### src/rtl/pacman_move_controller.sv
// Pac-Man movement: latches the KEY direction, wall-checks one tile per tick,
// eats pellets through the shared map port and updates the char registers.
module pacman_move_controller #(
  parameter int MAP_WIDTH  = 21,
  parameter int MAP_HEIGHT = 23,
  parameter int TILE_SIZE  = 5,
  parameter int START_X    = 10,
  parameter int START_Y    = 17
) (
  input  logic       clock_50,
  input  logic       reset,
  input  logic       tick,
  input  logic [3:0] pacman_controls,
  output logic       map_req,
  input  logic       map_grant,
  output logic [4:0] map_x,
  output logic [4:0] map_y,
  output logic       map_readwrite,
  output logic [2:0] map_data_out,
  input  logic [2:0] map_data_in,
  output logic [7:0] char_x,
  output logic [7:0] char_y,
  output logic [2:0] char_type,
  output logic       char_write,
  output logic [1:0] pacman_dir,
  output logic [9:0] score,
  output logic       busy
);
  typedef enum logic [2:0] {
    IDLE, REQ, RD_ADDR, RD_WAIT, CHECK, WR_TILE, WR_CHAR
  } state_t;

  localparam logic [4:0] X_MAX = 5'(MAP_WIDTH - 1);
  localparam logic [4:0] Y_MAX = 5'(MAP_HEIGHT - 1);
  localparam logic [7:0] TS    = 8'(TILE_SIZE);
  localparam logic [7:0] CX0   = 8'(START_X * TILE_SIZE);
  localparam logic [7:0] CY0   = 8'(START_Y * TILE_SIZE);

  state_t      state, next_state;
  logic [4:0]  tile_x, tile_y;
  logic [4:0]  tgt_x, tgt_y;
  logic [1:0]  want_dir, cand;
  logic        want_valid, moving, fallback;
  logic [7:0]  char_x_q, char_y_q;
  logic [7:0]  pix_x, pix_y;
  logic        is_wall, is_pellet, is_power, retry;
  logic [10:0] score_sum;

  always_comb begin
    tgt_x = tile_x;
    tgt_y = tile_y;
    case (cand)
      2'd0: tgt_x = (tile_x == X_MAX) ? 5'd0 : tile_x + 5'd1;
      2'd1: tgt_y = (tile_y == Y_MAX) ? 5'd0 : tile_y + 5'd1;
      2'd2: tgt_y = (tile_y == 5'd0) ? Y_MAX : tile_y - 5'd1;
      default: tgt_x = (tile_x == 5'd0) ? X_MAX : tile_x - 5'd1;
    endcase
  end

  assign is_wall   = (map_data_in == 3'd1);
  assign is_pellet = (map_data_in == 3'd2);
  assign is_power  = (map_data_in == 3'd3);
  // Only a fresh turn into a wall falls back to the current heading.
  assign retry = is_wall && !fallback && moving &&
                 (cand == want_dir) && (want_dir != pacman_dir);

  assign score_sum = {1'b0, score} + (is_power ? 11'd5 : 11'd1);
  assign pix_x     = 8'(tile_x) * TS;
  assign pix_y     = 8'(tile_y) * TS;

  always_ff @(posedge clock_50) begin
    if (reset) state <= IDLE;
    else       state <= next_state;
  end

  always_comb begin
    next_state = state;
    unique case (state)
      IDLE:    if (tick && want_valid) next_state = REQ;
      REQ:     if (map_grant) next_state = RD_ADDR;
      RD_ADDR: next_state = RD_WAIT;
      RD_WAIT: next_state = CHECK;
      CHECK: begin
        if (retry)                       next_state = RD_ADDR;
        else if (is_wall)                next_state = IDLE;
        else if (is_pellet || is_power)  next_state = WR_TILE;
        else                             next_state = WR_CHAR;
      end
      WR_TILE: next_state = WR_CHAR;
      WR_CHAR: next_state = IDLE;
      default: next_state = IDLE;
    endcase
  end

  always_comb begin
    map_req       = 1'b0;
    map_readwrite = 1'b0;
    map_x         = 5'd0;
    map_y         = 5'd0;
    char_write    = 1'b0;
    unique case (state)
      REQ: map_req = 1'b1;
      RD_ADDR, RD_WAIT, CHECK: begin
        map_req = 1'b1;
        map_x   = tgt_x;
        map_y   = tgt_y;
      end
      WR_TILE: begin
        map_req       = 1'b1;
        map_readwrite = 1'b1;
        map_x         = tile_x;
        map_y         = tile_y;
      end
      WR_CHAR: char_write = 1'b1;
      default: ;
    endcase
  end

  assign busy         = (state != IDLE);
  assign map_data_out = 3'd0;
  assign char_type    = 3'd0;
  assign char_x       = (state == WR_CHAR) ? pix_x : char_x_q;
  assign char_y       = (state == WR_CHAR) ? pix_y : char_y_q;

  always_ff @(posedge clock_50) begin
    if (reset) begin
      tile_x     <= 5'(START_X);
      tile_y     <= 5'(START_Y);
      char_x_q   <= CX0;
      char_y_q   <= CY0;
      pacman_dir <= 2'd0;
      moving     <= 1'b0;
      want_dir   <= 2'd0;
      want_valid <= 1'b0;
      score      <= 10'd0;
      cand       <= 2'd0;
      fallback   <= 1'b0;
    end else begin
      if (!(&pacman_controls)) begin
        want_valid <= 1'b1;
        priority case (1'b1)
          !pacman_controls[0]: want_dir <= 2'd0;
          !pacman_controls[1]: want_dir <= 2'd1;
          !pacman_controls[2]: want_dir <= 2'd2;
          default:             want_dir <= 2'd3;
        endcase
      end
      case (state)
        IDLE: begin
          if (tick && want_valid) begin
            cand     <= want_dir;
            fallback <= 1'b0;
          end
        end
        CHECK: begin
          if (retry) begin
            cand     <= pacman_dir;
            fallback <= 1'b1;
          end else if (is_wall) begin
            moving <= 1'b0;
          end else begin
            tile_x     <= tgt_x;
            tile_y     <= tgt_y;
            pacman_dir <= cand;
            moving     <= 1'b1;
            if (is_pellet || is_power)
              score <= (score_sum > 11'd1023) ? 10'd1023 : score_sum[9:0];
          end
        end
        WR_CHAR: begin
          char_x_q <= pix_x;
          char_y_q <= pix_y;
        end
        default: ;
      endcase
    end
  end
endmodule

### config.mk
export PLATFORM = sky130hd
export DESIGN_NAME = pacman_move_controller
export DESIGN_NICKNAME = d
export VERILOG_FILES = /design/src/rtl/pacman_move_controller.sv
export SDC_FILE = /design/constraint.sdc
export NUM_CORES = 1
export LEC_CHECK = 0
export ABC_AREA = 1
export BUFFER_PORTS_ARGS = -buffer_cell sky130_fd_sc_hd__buf_4
export CORE_ASPECT_RATIO = 1.25
export CORE_UTILIZATION = 51
export DETAILED_ROUTE_END_ITERATION = 8
export PLACE_DENSITY = 0.81
export RECOVER_POWER = 50
export SETUP_SLACK_MARGIN = 0.02
export SLEW_MARGIN = 15
export SYNTH_ARGS = -nofsm -noshare
export SYNTH_HDL_FRONTEND = slang
export SYNTH_SLANG_ARGS = --single-unit
### constraint.sdc
create_clock -name clock_50 -period 2.4 [get_ports clock_50]
set_clock_uncertainty 0.15 [all_clocks]
set_input_delay 0.6 -clock clock_50 [delete_from_list [all_inputs] [get_ports clock_50]]
set_output_delay 0.6 -clock clock_50 [all_outputs]
set_load 0.005 [all_outputs]
=== After elaboration in Yosys (flattened, before gate mapping) ===
Cells that the tools add are included.

* Register bits: 48
* Output and inout bits: 48
* Word-level logic and storage cells: 93

* Add/subtract/negate cells: 5
* Multipliers: 2
* Magnitude comparators: 1
* Equality and inequality tests: 18
* Muxes and demuxes: 31
* Bitwise operators: 2
* Reduce and logical (&&, ||, !) cells: 22

{| class="wikitable"
|+ Operators with widths
! cell !! count
|-
| $pmux W5 S2 || 4
|-
| $mux W5 || 4
|-
| $pmux W3 S6 || 1
|-
| $mul A5 B3 Y8 const B || 2
|-
| $mux W8 || 2
|-
| $mux W3 || 5
|-
| $eq A3 B2 Y1 const B || 4
|-
| $add A10 B3 Y11 || 1
|-
| $gt A11 B10 Y1 const B || 1
|-
| $add A5 B1 Y5 const B || 2
|-
| $eq A5 B5 Y1 const B || 2
|-
| $logic_not A5 Y1 || 2
|-
| $mux W10 || 1
|-
| $mux W2 || 5
|-
| $sub A5 B1 Y5 const B || 2
|-
| $eq A3 B3 Y1 const B || 3
|-
| $reduce_and A4 Y1 || 2
|-
| $mux W1 || 7
|-
| $eq A3 B1 Y1 const B || 2
|-
| $ne A2 B2 Y1 const B || 3
|-
| $reduce_and A3 Y1 || 2
|-
| $logic_and A1 B1 Y1 || 5
|-
| $reduce_or A5 Y1 || 1
|-
| $pmux W2 S2 || 1
|-
| other kinds (15) || 17
|}

=== Depth between registers and ports, before layout ===
* Depth after elaboration: 7
* Mapped depth: 13
* Depth with buffers taken out: 13

=== Worst setup path before layout ===
No wires, ideal clock.

* Kind: register to output
* Start: register tile_y[1]
* End: output port char_y[5]
* Data arrival time: 1.647 ns
* Slack: 0.003 ns
* Stages on the path, launching flop included: 9
* Path buffers: 0
* Cells stage by stage: dfxtp_1 ha_1 ha_1 fa_1 nand2_1 inv_1 o21ai_0 o21ai_0 inv_1

* Word-level cells in the longest chain between the ends: 2

{| class="wikitable"
|+ RTL lines
! what !! RTL line !! source
|-
| start: declaration || 40 || <nowiki>logic [4:0] tile_x, tile_y;</nowiki>
|-
| start signal: assignment || 128 || <nowiki>tile_y <= 5'(START_Y);</nowiki>
|-
| start signal: assignment || 163 || <nowiki>tile_y <= tgt_y;</nowiki>
|-
| $mul A5 B3 Y8 || 69 || <nowiki>assign pix_y = 8'(tile_y) * TS;</nowiki>
|-
| $mux W8 || -- ||
|-
| end: declaration || 22 || <nowiki>output logic [7:0] char_y,</nowiki>
|}

No other way between the ends.

=== Final worst setup path ===
* Start: register tile_x[1]
* End: register char_x_q[7]

* Word-level cells in the longest chain between the ends: 2

{| class="wikitable"
|+ RTL lines
! what !! RTL line !! source
|-
| start: declaration || 40 ||
|-
| start signal: assignment || 127 || <nowiki>tile_x <= 5'(START_X);</nowiki>
|-
| start signal: assignment || 162 || <nowiki>tile_x <= tgt_x;</nowiki>
|-
| $mul A5 B3 Y8 || 68 || <nowiki>assign pix_x = 8'(tile_x) * TS;</nowiki>
|-
| $mux W8 || -- ||
|-
| end signal: assignment || 171 || <nowiki>char_x_q <= pix_x;</nowiki>
|-
| end: declaration || 44 || <nowiki>logic [7:0] char_x_q, char_y_q;</nowiki>
|}

No other way between the ends.
A chain may end at the register's enable or synchronous reset.

==> flow_summary.toml <==
[status]
status = "finished with violations"
violations = "setup timing"

[synth]
synth_seq_area_share_pct = 28.68
synth_cells = 506
synth_edf_count = 0
syn_area_um2 = 3351
synth_top_area_share_pct = 28.68
synth_area_leaders = "dfxtp_1 29%, nand2_1 14%, ha_1 9.3%"
synthSimpleGateAreaFrac_pct = 30.58
synth_top_family_by_area = "simple AND/OR/NAND/NOR gates"
synth_most_common_cell = "nand2_1"
synthMuxAreaShare_pct = 0
yosys-top-cells-count = "122 x nand2_1, 68 x inv_1, 50 x nand3_1, 48 x dfxtp_1, 44 x a21oi_1"
synth_fa_ha_area_share_pct = 10.53
syn_area_per_cell_um2 = 6.622
ys_ff_latch = 48
synth_top_cell_by_area = "dfxtp_1"
async_reset_ff_share_pct = 0
yosys_warnings = 0
synth_top_flop_cell = "dfxtp_1"
synth_cell_types = 33
yosys.area_share.xor_xnor_pct = 2.353
synth_compound_area_share_pct = 15.94

[sta]
slew_headroom_pct = 58.54
fin_ws_ns = -0.5622
drv_slew = 0
max_freq_mhz = 337.6
min_period_ns = 2.962
period_share_pct = 123.4
finalSetupViolCount = 30
rsz0062_at_grt = "true"
hold_viol_final = 0
worst_pin_slew_ns = 0.6212

[floorplanning]
coreArea_um2 = 6246
chipHeight_um = 92.63
dieArea_um2 = 6901
initial_core_util_pct = 53.65
io_pins = 59
dieWidth_um = 74.50
rows = 32

[route]
vias_per_cell = 6.118
wirelength_um = 15400
drt_pass1_iterations = 7
ant_nets = 0
vias = 4546
drc = 0
drtIter0Drc = 438
wl_per_cell_um = 20.72

[global_route]
grt_overflow_total = 0
grt_max_degree = 33
grt_pass1_wl_um = 19520
grt_antenna_before_repair = 0
grt_pass1_vias = 4112
grt_use_total_pct = 37.39

[hold_path]
hold_path.startpoint = "want_valid"
hold_path.class = "reg2reg"
hold_depth = 2
min_to = "want_valid"

[critical_path]
crit_fanout = 2
cp.arrival_ns = 3.07
end_kind = "register"
cp.required_ns = 2.51
r2r-end = "char_x_q[7]"
rr_worst_depth = 17
criticalPathCategory = "reg2reg"
r2r-start = "tile_x[1]"
startpoint_type = "register"
r2r_slack_ns = -0.56

[place]
io_buffers = 52
place_inst = 668
place_congestion = 0.9126
placed_area_um2 = 4043
hpwl_um = 6429

[pwr]
cellPowerDensity_nw_per_um2 = 415.9
p_total_mw = 2.236
irDropWorstVdd_mv = 0.2840
p_leak_nw = 2.527

[clock_tree]
cts_sinks = 48
h-tree-depth = 2
cts_tree = "yes"
clkTransAtPathRegs_ns = 0.11
cts_buffers = 5
clock_latency_ns = 0.32
cts_root_buffer = "clkbuf_8"
cts_buffer_depth = 2

[layout]
nNetsFinal = 695
final_cells = 743
fillers = 315
area_growth_pct = 60.46
n_antenna_cell = 0
design_area_um2 = 5376
drive_above_1_share_pct = 44.07

[flow_run]
drv_cap = 0
-- logic make-up (layout without fill, tap and decap cells) --
| family | after synthesis | count (layout) |
|---|---|---|
| simple gates | 231 | 231 |
| compound gates | 99 | 99 |
| buf+inv | 91 | 238 |
| flops | 48 | 48 |
| fa+ha+maj | 27 | 27 |
| xor+xnor | 9 | 9 |
| other cells | 1 | 6 |
-- per-stage QoR --
step,setup WS (ns),utilization (%),hold slack [ns],setup TNS (ns)
5_1_grt,-0.8037,86.08,0.3481,-10.08
3_5_place_dp,-0.1179,64.72,0.2971,-1.082
3_3_place_gp,-0.06473,64.72,0.2843,-0.2937
4_1_cts,-0.3015,78.93,0.3218,-3.736
6_report,-0.5622,86.08,0.3248,-7.999
2_1_floorplan,0.04188,-,0.2743,0
-- cells in the final DEF, fill, tap and decap left out, types with 4 or more instances in the layout --
cell / n
a21oi_1: 39
conb_1: 6
dfxtp_2: 8
o21ai_0: 17
buf_4: 131
ha_1: 6
o21ai_2: 10
nor2_1: 32
nand2_4: 6
and2_4: 4
inv_4: 6
buf_6: 29
o211ai_1: 5
or2_4: 6
nand3_1: 37
dfxtp_1: 35
nand4_1: 5
inv_2: 8
xor2_1: 7
inv_1: 55
nand3_2: 11
clkbuf_8: 5
ha_4: 16
o21ai_1: 7
nand2_2: 12
nand2_1: 105
o22ai_2: 5
dfxtp_4: 5
-- critical path, stage by stage, from the launching register on --
cell      delay [ns]
dfxtp_4         0.39
ha_4            0.29
ha_4            0.15
fa_2            0.23
nand2_2         0.07
inv_2           0.07
o211ai_1        0.13
buf_4           0.18
buf_4           0.12
buf_4           0.13
buf_4           0.12
buf_4           0.12
buf_4           0.13
buf_4           0.13
buf_4           0.12
buf_4           0.12
buf_4           0.12
a21oi_1         0.12
-- how the worst max path moves through the flow --
stage	from	endpoint	slack (ns)	cells past startpoint
floorplan	tile_x[3]	char_x[7]	0.04	7
global placement	tile_y[0]	map_y[3]	-0.06	10
detailed placement	tile_y[3]	char_y[5]	-0.12	9
CTS	tile_x[3]	char_x[7]	-0.30	8
global route	tile_x[1]	char_x_q[7]	-0.80	17
finish	tile_x[1]	char_x_q[7]	-0.56	17
-- flip-flops by register name, summed over array words and instances, names as in the netlist --
name	cells
char_y_q	8
char_x_q	8
state	3
want_valid	1
tile_y	5
want_dir	2
pacman_dir	2
score	10
tile_x	5
moving	1
cand	2
fallback	1
-- what timing repair did --
| item | in CTS | in global routing |
|---|---|---|
| setup buffers | 54 | 22 |
| endpoints found under the hold margin | 0 | 0 |
| endpoints found under the setup margin | 26 | 31 |
| cloned | 0 | 0 |
| gates resized for setup | 102 | 95 |
| hold buffers | 0 | 0 |
| pin swaps | 30 | 36 |
-- layer usage --
layer / vias up / routed length [um] / track usage, %
li1: 1936 / - / -
met1: 2094 / 5157 / 36.79
met2: 360 / 7231 / 63.06
met3: 156 / 1526 / 13.93
met4: 0 / 1481 / 25.79
met5: - / 0 / 0
-- where the power goes --
| part | switching (mW) | internal (mW) |
|---|---|---|
| Clock | 0.331 | 0.315 |
| Combinational | 0.392 | 0.330 |
| Sequential | 0.0427 | 0.826 |
| Total | 0.765 | 1.47 |
-- final cells by class --
class | instances | area [um^2] | share of cell area, %
Sequential cell | 48 | 989.7 | 18.41
Tap cell | 85 | 106.4 | 1.978
Clock inverter | 3 | 46.29 | 0.8611
Timing Repair Buffer | 160 | 1310 | 24.37
Inverter | 70 | 282.8 | 5.259
Clock buffer | 5 | 68.82 | 1.280
Multi-Input combinational cell | 372 | 2572 | 47.85
Power figures use the tool's default switching activity.
